==> src/rtl/uart_tx_pkg.sv <==
// Shared UART definitions: the state encoding used by both the transmitter
// and the receiver, plus the default bit period for the sensor link.
package uart_defs;

    // Frame states. The 3-bit encoding is shared with the receiver, so the values are pinned.
    typedef enum logic [2:0] {
        IDLE      = 3'd0,
        START_BIT = 3'd1,
        DATA_BITS = 3'd2,
        STOP_BIT  = 3'd3,
        CLEANUP   = 3'd4
    } uart_state_e;

    // 10 MHz system clock / 115200 baud.
    localparam int DEFAULT_CLOCKS_PER_BIT = 87;

    // Data bits per frame (8N1).
    localparam int FRAME_DATA_BITS = 8;

    // True while a frame is on the line (start, data or stop bit).
    function automatic logic isFrameActive(input uart_state_e state);
        return (state == START_BIT) || (state == DATA_BITS) || (state == STOP_BIT);
    endfunction

endpackage

==> src/rtl/uart_bit_timer.sv <==
// Bit-period timer: counts clock cycles within one bit and flags the last
// cycle of each bit so the transmitter knows when to advance.
module uart_bit_timer
    import uart_defs::*;
#(
    parameter int CLOCKS_PER_BIT = DEFAULT_CLOCKS_PER_BIT
) (
    input  logic clock,
    input  logic reset,
    input  logic restart,
    output logic bit_end
);

    localparam int CW = $clog2(CLOCKS_PER_BIT);
    localparam logic [CW-1:0] LAST_COUNT = CW'(CLOCKS_PER_BIT - 1);

    logic [CW-1:0] count_q;
    logic [CW-1:0] count_d;

    // Next count: hold at zero while restarting, wrap on the last cycle of a bit.
    always_comb begin
        count_d = count_q;
        if (restart || bit_end) begin
            count_d = '0;
        end else begin
            count_d = count_q + 1'b1;
        end
    end

    // Counter register with synchronous reset.
    always_ff @(posedge clock) begin
        if (reset) begin
            count_q <= '0;
        end else begin
            count_q <= count_d;
        end
    end

    assign bit_end = (count_q == LAST_COUNT);

endmodule

==> src/rtl/uart_tx.sv <==
// 8N1 UART transmitter with a one-byte holding register so the host can
// queue the next byte while a frame is still on the line.
module uart_tx
    import uart_defs::*;
#(
    parameter int CLOCKS_PER_BIT = DEFAULT_CLOCKS_PER_BIT
) (
    input  logic       clock,
    input  logic       reset,
    input  logic       send_data,
    input  logic [7:0] data_to_send,
    output logic       ready,
    output logic       outgoing_bit,
    output logic       is_transmitting,
    output logic       done
);

    localparam logic [2:0] LAST_INDEX = 3'(FRAME_DATA_BITS - 1);

    uart_state_e state_q, state_d;
    logic [7:0]  shift_q, shift_d;
    logic [7:0]  hold_q, hold_d;
    logic        hold_full_q, hold_full_d;
    logic [2:0]  bit_index_q, bit_index_d;
    logic        line_q, line_d;

    logic        accept;
    logic        restart_timer;
    logic        bit_end;

    assign accept = send_data && ready;

    uart_bit_timer #(
        .CLOCKS_PER_BIT(CLOCKS_PER_BIT)
    ) u_bit_timer (
        .clock  (clock),
        .reset  (reset),
        .restart(restart_timer),
        .bit_end(bit_end)
    );

    // State and datapath registers; reset abandons any frame and drops the held byte.
    always_ff @(posedge clock) begin
        if (reset) begin
            state_q     <= IDLE;
            shift_q     <= '0;
            hold_q      <= '0;
            hold_full_q <= 1'b0;
            bit_index_q <= '0;
            line_q      <= 1'b1;
        end else begin
            state_q     <= state_d;
            shift_q     <= shift_d;
            hold_q      <= hold_d;
            hold_full_q <= hold_full_d;
            bit_index_q <= bit_index_d;
            line_q      <= line_d;
        end
    end

    // Next-state and datapath: frame sequencing, line level and holding-register traffic.
    always_comb begin
        state_d     = state_q;
        shift_d     = shift_q;
        hold_d      = hold_q;
        hold_full_d = hold_full_q;
        bit_index_d = bit_index_q;
        line_d      = line_q;

        case (state_q)
            IDLE, CLEANUP: begin
                line_d  = 1'b1;
                state_d = IDLE;
                if (hold_full_q) begin
                    shift_d     = hold_q;
                    hold_full_d = 1'b0;
                    line_d      = 1'b0;
                    state_d     = START_BIT;
                end else if (accept) begin
                    shift_d = data_to_send;
                    line_d  = 1'b0;
                    state_d = START_BIT;
                end
            end
            START_BIT: begin
                if (bit_end) begin
                    bit_index_d = '0;
                    line_d      = shift_q[0];
                    state_d     = DATA_BITS;
                end
            end
            DATA_BITS: begin
                if (bit_end) begin
                    if (bit_index_q == LAST_INDEX) begin
                        line_d  = 1'b1;
                        state_d = STOP_BIT;
                    end else begin
                        bit_index_d = bit_index_q + 3'd1;
                        line_d      = shift_q[bit_index_q + 3'd1];
                    end
                end
            end
            STOP_BIT: begin
                if (bit_end) begin
                    line_d  = 1'b1;
                    state_d = CLEANUP;
                end
            end
            default: begin
                line_d  = 1'b1;
                state_d = IDLE;
            end
        endcase

        // A byte offered mid-frame is parked until the current frame finishes.
        if (accept && isFrameActive(state_q)) begin
            hold_d      = data_to_send;
            hold_full_d = 1'b1;
        end
    end

    // Outputs decoded from registered state only, so none of them can glitch.
    always_comb begin
        ready           = ~hold_full_q;
        outgoing_bit    = line_q;
        is_transmitting = isFrameActive(state_q);
        done            = (state_q == CLEANUP);
        restart_timer   = (state_q == IDLE) || (state_q == CLEANUP);
    end

endmodule

==> config.mk <==
export PLATFORM = sky130hd
export DESIGN_NAME = uart_tx
export DESIGN_NICKNAME = d
export VERILOG_FILES = /design/src/rtl/uart_tx_pkg.sv /design/src/rtl/uart_bit_timer.sv /design/src/rtl/uart_tx.sv
export SDC_FILE = /design/constraint.sdc
export NUM_CORES = 1
export LEC_CHECK = 0
export ABC_AREA = 1
export CAP_MARGIN = 10
export CORE_MARGIN = 1.5
export CORE_UTILIZATION = 55
export CTS_BUF_LIST = sky130_fd_sc_hd__clkbuf_16
export CTS_CLUSTER_SIZE = 30
export DETAILED_ROUTE_END_ITERATION = 8
export PLACE_DENSITY = 0.8
export SETUP_SLACK_MARGIN = 0.4
export SLEW_MARGIN = 20
export SYNTH_ARGS = -nofsm -noshare
export SYNTH_HDL_FRONTEND = slang
export SYNTH_SLANG_ARGS = --single-unit
==> constraint.sdc <==
create_clock -name clock -period 1.4 [get_ports clock]
set_input_delay 0.28 -clock clock [delete_from_list [all_inputs] [get_ports clock]]
set_output_delay 0.28 -clock clock [all_outputs]
set_load 0.01 [all_outputs]
Word level (Yosys, flattened, before mapping)
Index checks and enable logic that the tools add are counted.

word-level totals
  flip-flop bits (word level) = 31
  input port bits = 11
  output and inout bits = 4
  logic and storage cells = 62

cells by class
  $add $sub $neg = 2
  $lt $le $gt $ge = 1
  equality and inequality tests = 11
  multiplexer cells = 24
  bitwise logic cells = 1
  reduce and logical (&&, ||, !) cells = 16

operators by type and width
  operator             number
  $mux 3               7
  $mux 8               2
  $pmux 3 s4           1
  $mux 1               11
  $reduce_and 4->1     2
  $add 7x1->7 const B  1
  $eq 7x7->1 const B   1
  $eq 3x2->1 const B   2
  $eq 3x3->1 const B   2
  $ne 2x1->1 const B   3
  $pmux 3 s2           1
  $reduce_bool 2->1    3
  $logic_or 1x1->1     4
  $lt 3x4->1 const B   1
  $ne 2x2->1 const B   2
  $pmux 1 s4           1
  $reduce_or 2->1      2
  $add 3x1->3 const B  1
  $bmux 1 s3           1
  $eq 3x1->1 const B   1
  $logic_not 3->1      1
  $reduce_and 3->1     1
  $logic_and 1x1->1    2
  $reduce_and 2->1     1
  $not 1->1            1

Logic depth before layout (Yosys ltp)
Gate-level depths: netlist (run 1).

  depth after elaboration = 6
  depth in mapped cells = 9
  depth with buffers taken out = 9

Cells and area by module
A second synthesis (run 1) with hierarchy kept.

unflattened totals
  cells, all modules = 206
  area, all modules = 1483.9 um^2

by module, submodules not included
  module          times used  cells each  area an instance (um^2)  seq. area each (um^2)
  uart_tx         1           160         1147.4                   480.5
  uart_bit_timer  1           46          336.6                    140.1

Worst setup path after synthesis (run 1)
Ideal clock, no wire load.

  path kind = register -> register
  start point = register bit_index_q[0]
  end point = register line_q, in the netlist outgoing_bit
  library setup time = 0.112 ns
  arrival = 1.170 ns
  data required time = 1.288 ns
  path slack = 0.118 ns
  stages on the path, launching flop included = 8
  buffers on the path = 0
  clock period less this slack = 1.282 ns
  cells stage by stage = dfxtp_1 > ha_1 > ha_1 > nand3b_1 > nand3_1 > nand2_1 > nand2_1 > nand2_1

between the ends
  word-level cells in the longest chain between the ends = 6
  elaborated cells on any way between the ends = 7
  classes of those cells = add/sub (1); eq/ne (1); mux (5)

ends and longest elaborated chain
  item                          line           text
  start: declaration            uart_tx.sv:24  logic [2:0] bit_index_q, bit_index_d;
  start signal: assignment      uart_tx.sv:56  bit_index_q <= bit_index_d;
  $add 3x1->3                   uart_tx.sv:99  line_d = shift_q[bit_index_q + 3'd1];
  $bmux 1 s3                    uart_tx.sv:99
  $mux 1 (implied by the code)  uart_tx.sv:99
  $mux 1 (*)                    uart_tx.sv:94  if (bit_index_q == LAST_INDEX) begin
  $mux 1 (*)                    uart_tx.sv:93  if (bit_end) begin
  $pmux 1 s4 (*)                uart_tx.sv:70  case (state_q)
  end signal: assignment        uart_tx.sv:57  line_q <= line_d;
  end: declaration              uart_tx.sv:25  logic line_q, line_d;

Mark *: on every way between the ends. The rest lies on a longest branch, timed or not. The select of a mux whose other input is x is not followed.
A chain may end at the register's enable or synchronous reset.

Worst setup path in the final report (run 1)
  start point = register state_q[2]
  end point = register line_q, in the netlist outgoing_bit

between the ends
  word-level cells in the longest chain between the ends = 3
  elaborated cells on any way between the ends = 11
  classes of those cells = eq/ne (7); mux (1); reduce/logical (3)

ends and longest elaborated chain
  item                                            line           text
  start: declaration                              uart_tx.sv:20  uart_state_e state_q, state_d;
  start signal: assignment                        uart_tx.sv:52  state_q <= state_d;
  $eq 3x3->1 (tied with other cells)              uart_tx.sv:70
  $reduce_or 2->1 or $ne 2x1->1 (tied branches)   n/a
  $pmux 1 s4 or $reduce_and 3->1 (tied branches)  n/a

Parallel ways exist; a longest one is shown, timed or not.

==> impl_metrics.toml, run 1 <==
[die]
die-width_um = 55.3
fp.dieH_um = 55.3
die_area_um2 = 3060
core_um2 = 2520
floorplan.initialDensity_pct = 59.6
placementRows = 18
ioPinCount = 15

[final_layout]
n_antenna_cell = 0
stdcell_count = 298
multi_input_area_um2 = 1050
layout-drive-gt1-share_pct = 48.1
layout_commonest_cell = "nand2_1"
seq_area_um2 = 648
nets = 282
mostFrequentLayoutCells = "nand2_1 (42), buf_4 (24), nor2_1 (19), dfxtp_1 (19), inv_1 (18)"
area_growth_pct = 63.4
stdcell_area_um2 = 2460
fill_cells = 45

[global_routing]
grt_usage_pct = 29.6
grt_pass1_vias = 1623
grt_first_pass_wirelength_um = 7210
antenna_found_initial = 0
grt_max_degree = 15
overflow = 0

[status]
violations = "setup timing"
outcome = "finished with violations"

[sta]
fin_setup_tns_ns = -0.354
rsz0062_at_grt = "true"
finalSetupViolCount = 5
relSlewSlack_pct = 79.1
finalClockSkew_ns = 0.00575
hold_violations = 0
timing.final.ws_setup_ns = -0.109
clock.fmax_mhz = 663
min_period_over_period_pct = 108
tightest_slew_ns = 0.312
layout_min_cycle_time_ns = 1.51
final_max_slew_viol_count = 0

[placed_design]
dpl.cell_count = 265
port_buffers = 14
dp_hpwl_um = 2430
gp_congestion = 0.811
post-place-ws_ns = -0.121
place_area_um2 = 1800

[cts]
cts-htree-levels = 2
clk_path_buf_depth = 2
cts_tree = "done"
path_clk_slew_ns = 0.05
clock-sinks = 31
cts_buffers = 5
cts_hold_buf = 0
clk_latency_ns = 0.28
cts_root_buf = "clkbuf_16"

[power]
total_leakage_power_nw = 0.998
power.density_nw_per_um2 = 2080
peakVddDrop_v = 0.00216
total_power_mw = 5.11

[logic_synthesis]
ys_ff_latch = 31
syn_nets = 228
yosys_warnings = 0
netlist_instances = 213
netlist_area_um2 = 1500
avgSynthCellArea_um2 = 7.06
synth.distinct_cells = 27
yosysSeqAreaShare_pct = 41.3

[drt]
first_pass_iters = 7
route.detailed.drc = 0
viasPerCell = 6.60
vias = 1966
drt_iter0_drc = 212
postRouteAntennaNets = 0
wl_um = 6870
wire_per_inst_um = 23.1

[worst_setup_path]
critPathCaptureType = "flip-flop"
path_cells = "inv_1, buf_4, nand2_2, nor2_2, nand2_2, nand2_1, a21oi_1, nand2_1, nand2_1, nand2_1"
critPathTopFamily = "simple AND/OR/NAND/NOR gates"
slowest_stage = "dfxtp_4"
worst-path-max-fanout = 3
crit_buf_inv = 2
start_kind = "flip-flop"
slowest_delay_ns = 0.37
cpMostUsedCell = "nand2_1"
critical_path_required_ns = 1.57
cp.arrival_ns = 1.68
crit_type = "reg2reg"

[worst_hold_path]
holdCritPathClass = "reg2reg"

[job]
drv_cap = 0
[layout make-up]
class                   count  share of cell area [%]
multi-input cells         152                    42.8
flip-flops and latches     31                    26.4
repair buffers             50                    18.8
clock buffers               5                    5.09
inverters                  26                    4.63
well taps                  30                    1.53
clock inverters             3                   0.509
repair inverters            1                   0.305
[kinds of logic after synthesis]
group                      share of synthesized area (%)
buffers and inverters                               8.49
and+or+nand+nor                                     33.3
AOI/OAI and AO/OA                                   12.5
xor gates and xnor gates                            1.16
DFF                                                 41.3
adders and majority gates                           3.33
[cell usage after synthesis, drive strengths merged]
library cell,number,area [um2]
clkbuf,1,3.75
dfxtp,31,621
nand3b,2,15.0
nor2,33,163
inv,25,96.3
ha,4,50.1
xor2,1,8.76
a31oi,8,50.1
a21oi,10,50.1
nand4,4,25.0
nor3,3,15.0
nand3,10,50.1
o21ai,16,87.6
nand2,60,233
clkinv,1,3.75
xnor2,1,8.76
buf,3,23.8
[repair_timing]
| action | in CTS | in global routing |
|---|---|---|
| cloned | 1 | 0 |
| setup endpoints to repair | 34 | 35 |
| setup buffers | 12 | 12 |
| pin swaps | 22 | 24 |
| gates resized for setup | 70 | 48 |
[tightest hold or removal path, cell delays in order, from the launching register on]
cell and delay (ns):
dfxtp_2 0.34, nand2_2 0.06, a21oi_2 0.04
[through the flow]
step / util [%] / hold slack, ns
final: 97.4 / 0.484
after floorplan: - / 0.414
after detailed placement: 71.2 / 0.456
after global routing: 97.4 / 0.494
after CTS: 86.6 / 0.455
after global placement: 71.2 / 0.446
[where the power goes]
group	internal, mW	switching (mW)
combinational	1.15	1.61
sequential	1.13	0.202
clock	0.641	0.372
total	2.92	2.19
[worst paths after layout]
check,cells past startpoint,startpoint,end,slack [ns]
max,10,state_q[2],outgoing_bit,-0.11
min,2,bit_index_q[1],bit_index_q[1],0.48
max reg2reg,10,state_q[2],outgoing_bit,-0.11
min reg2reg,2,bit_index_q[1],bit_index_q[1],0.48
[flip-flops by register name (all words and copies together), names as in the netlist]
name	flops
u_bit_timer.count_q	7
state_q	3
hold_full_q	1
hold_q	8
shift_q	8
outgoing_bit	1
bit_index_q	3
[layer usage]
metal  vias up  wire length [um]  share of wire (%)  GRT usage [%]
met2       207              3200                 47           52.7
li1        793                 -                  -              -
met5         -                 0                  0              0
met3        73               779                 11           5.39
met4         0               635                9.2           13.9
met1       893              2260                 33           33.8
Power figures use the tool's default switching activity.
==> run 2: changes to the inputs <==
Settings changed: HOLD_SLACK_MARGIN from default to 0.02, SYNTH_HIERARCHICAL from default to 1.
==> run 2 against run 1 <==
Effect of this change: the flow still finishes with violations (setup timing); power fell by 11%; global-route usage increased by 3.8 points; clock skew down 0.0031 ns.
==> impl_metrics.toml, run 2 <==
[cts]
cts-htree-levels = 2
cts_buffers = 5
clk_path_buf_depth = 2
cts_root_buf = "clkbuf_16"
clock-sinks = 31
path_clk_slew_ns = 0.05
cts_hold_buf = 0
cts_tree = "done"
clk_latency_ns = 0.28

[worst_hold_path]
holdCritPathClass = "reg2reg"
min_from = "bit_index_q[2]"

[global_routing]
grt_first_pass_wirelength_um = 6870
antenna_found_initial = 0
grt_pass1_vias = 1578
grt_usage_pct = 33.4
overflow = 0
grt_max_degree = 19

[worst_setup_path]
critPathCaptureType = "flip-flop"
crit_type = "reg2reg"
r2r_start = "bit_index_q[0]"
cp.arrival_ns = 1.58
start_kind = "flip-flop"
startpoint = "bit_index_q[0]"
critical_path_required_ns = 1.57
worst-path-max-fanout = 8

[die]
placementRows = 18
floorplan.initialDensity_pct = 58.8
die-width_um = 54.9
die_area_um2 = 3020
core_um2 = 2520
fp.dieH_um = 54.9
ioPinCount = 15

[sta]
final_max_slew_viol_count = 0
finalSetupViolCount = 1
clock.fmax_mhz = 714
hold_violations = 0
layout_min_cycle_time_ns = 1.40
timing.final.ws_setup_ns = -0.00148
tightest_slew_ns = 0.391
relSlewSlack_pct = 73.8
finalClockSkew_ns = 0.00264
min_period_over_period_pct = 100
rsz0062_at_grt = "true"

[job]
drv_cap = 0

[logic_synthesis]
yosysSeqAreaShare_pct = 41.8
synth_edf_count = 0
netlist_instances = 206
synth_common_cells = "nand2_1 (47), nor2_1 (34), dfxtp_1 (31), inv_1 (20), o21ai_1 (18)"
synth_top_area_cell = "dfxtp_1"
synthArstFlopShare_pct = 0
synthFlopType = "dfxtp_1"
synth_top_cells_by_area = "dfxtp_1 (42%), nand2_1 (12%), nor2_1 (8.6%), o21ai_1 (6.1%), inv_1 (5.1%)"
yosysMostFrequentCell = "nand2_1"
synth_top_area_share_pct = 41.8
syn_nets = 221
netlist_area_um2 = 1480
ys_ff_latch = 31
avgSynthCellArea_um2 = 7.20
yosys_warnings = 6
synth.distinct_cells = 26

[final_layout]
biggestRegsByFlops = "hold_q x8, shift_q x8, u_bit_timer/count_q x7"
mostFrequentLayoutCells = "nand2_1 (42), dfxtp_1 (23), nor2_1 (21), nor2_4 (15)"
area_growth_pct = 56.4
layout_commonest_cell = "nand2_1"
fill_cells = 96
n_antenna_cell = 0
layout-drive-gt1-share_pct = 40.3
nets = 263

[power]
power.share.switching_pct = 40.8
total_leakage_power_nw = 0.908
netSwitchingPower_mw = 1.86
power.density_nw_per_um2 = 1970
p_int_mw = 2.70
peakVddDrop_v = 0.00193
p_seq_share_pct = 29.7
comb_power_share_pct = 47.9
total_power_mw = 4.56
clockPowerShare_pct = 22.3

[drt]
vias = 1761
postRouteAntennaNets = 0
viasPerCell = 6.33
drt_iter0_drc = 99
first_pass_iters = 6
wl_um = 5970
route.detailed.drc = 0
wire_per_inst_um = 21.5

[status]
outcome = "finished with violations"
violations = "setup timing"

[placed_design]
dp_hpwl_um = 2260
post-place-ws_ns = -0.103
port_buffers = 14
gp_congestion = 0.761
run 2: cell types whose count changed after synthesis, moves of 2 or more:
cell and delta:
nand2_2 +3, o21ai_2 -2, inv_1 -3, nor2_2 -2, nor2_1 +7, o21ai_0 -9, inv_2 +5, nand4_1 -4
o21ai_1 +14, a21oi_1 -4, nand2_1 -12
run 2: what timing repair did:
item / CTS / global route
gates resized for setup: 69 / 27
buffers inserted: 10 / 3
cloned: 2 / 0
pin swaps: 22 / 7
setup endpoints to repair: 35 / 35
run 2: stage by stage:
step                      hold slack, ns  TNS (ns)  utilization, %  cells  area (um2)
final                              0.511  -0.00148            92.0    278        2320
after global routing               0.528   -0.0786            92.0    278        2320
after CTS                          0.488         0            86.0    275        2170
after detailed placement           0.423    -0.603            69.6    256        1760
after global placement             0.415    -0.305            69.6    256        1760
after floorplan                    0.345         0               -    206        1530
run 2: logic make-up after synthesis:
group	share of synthesized area, %
AOI/OAI and AO/OA	12.7
xor gates and xnor gates	1.18
adders and majority gates	3.37
buffers and inverters	7.92
DFF	41.8
and+or+nand+nor	33.0
run 2: area by class of cell:
type / count / area, um2 / share of cell area, %
Sequential cell: 31 / 641 / 27.6
Multi-Input combinational cell: 148 / 1030 / 44.6
Clock inverter: 2 / 8.76 / 0.377
Tap cell: 30 / 37.5 / 1.62
Clock buffer: 5 / 125 / 5.39
Timing Repair Buffer: 36 / 352 / 15.1
Inverter: 26 / 123 / 5.28
run 2: power groups by stage:
stage               logic, mW  clock network [mW]  registers, mW
floorplan               0.853                   0           1.25
global placement         1.18                   0           1.26
detailed placement       1.22                   0           1.28
CTS                      1.75               0.998           1.30
global route             2.29                1.05           1.37
finish                   2.19                1.02           1.36
run 2: critical path, cell delays in order, from the launching register on:
cell and delay (ns):
dfxtp_4 0.38, ha_4 0.17, ha_4 0.24, nand3b_1 0.19, nand3_1 0.13, nand2_1 0.08
nand2_1 0.06, nand2_1 0.04
run 2: worst paths after layout:
kind	endpoint	slack [ns]	cells past startpoint
worst max-delay path	outgoing_bit	-0.001	7
worst min-delay path	bit_index_q[2]	0.51	2
worst max register to register	outgoing_bit	-0.001	7
worst min register to register	bit_index_q[2]	0.51	2
run 2: layer usage:
metal	routed length (um)	up-vias	global-route usage, %
met5	0	-	0
met4	427	0	19.1
met3	527	53	9.95
met2	2860	134	61.1
met1	2150	825	33.2
li1	-	749	-
==> run 3: changes to the inputs <==
Settings changed: CTS_CLUSTER_SIZE 30 to 20.
==> results of run 3 <==
Same layout as run 2: the final DEF is identical, and so are final timing and power.
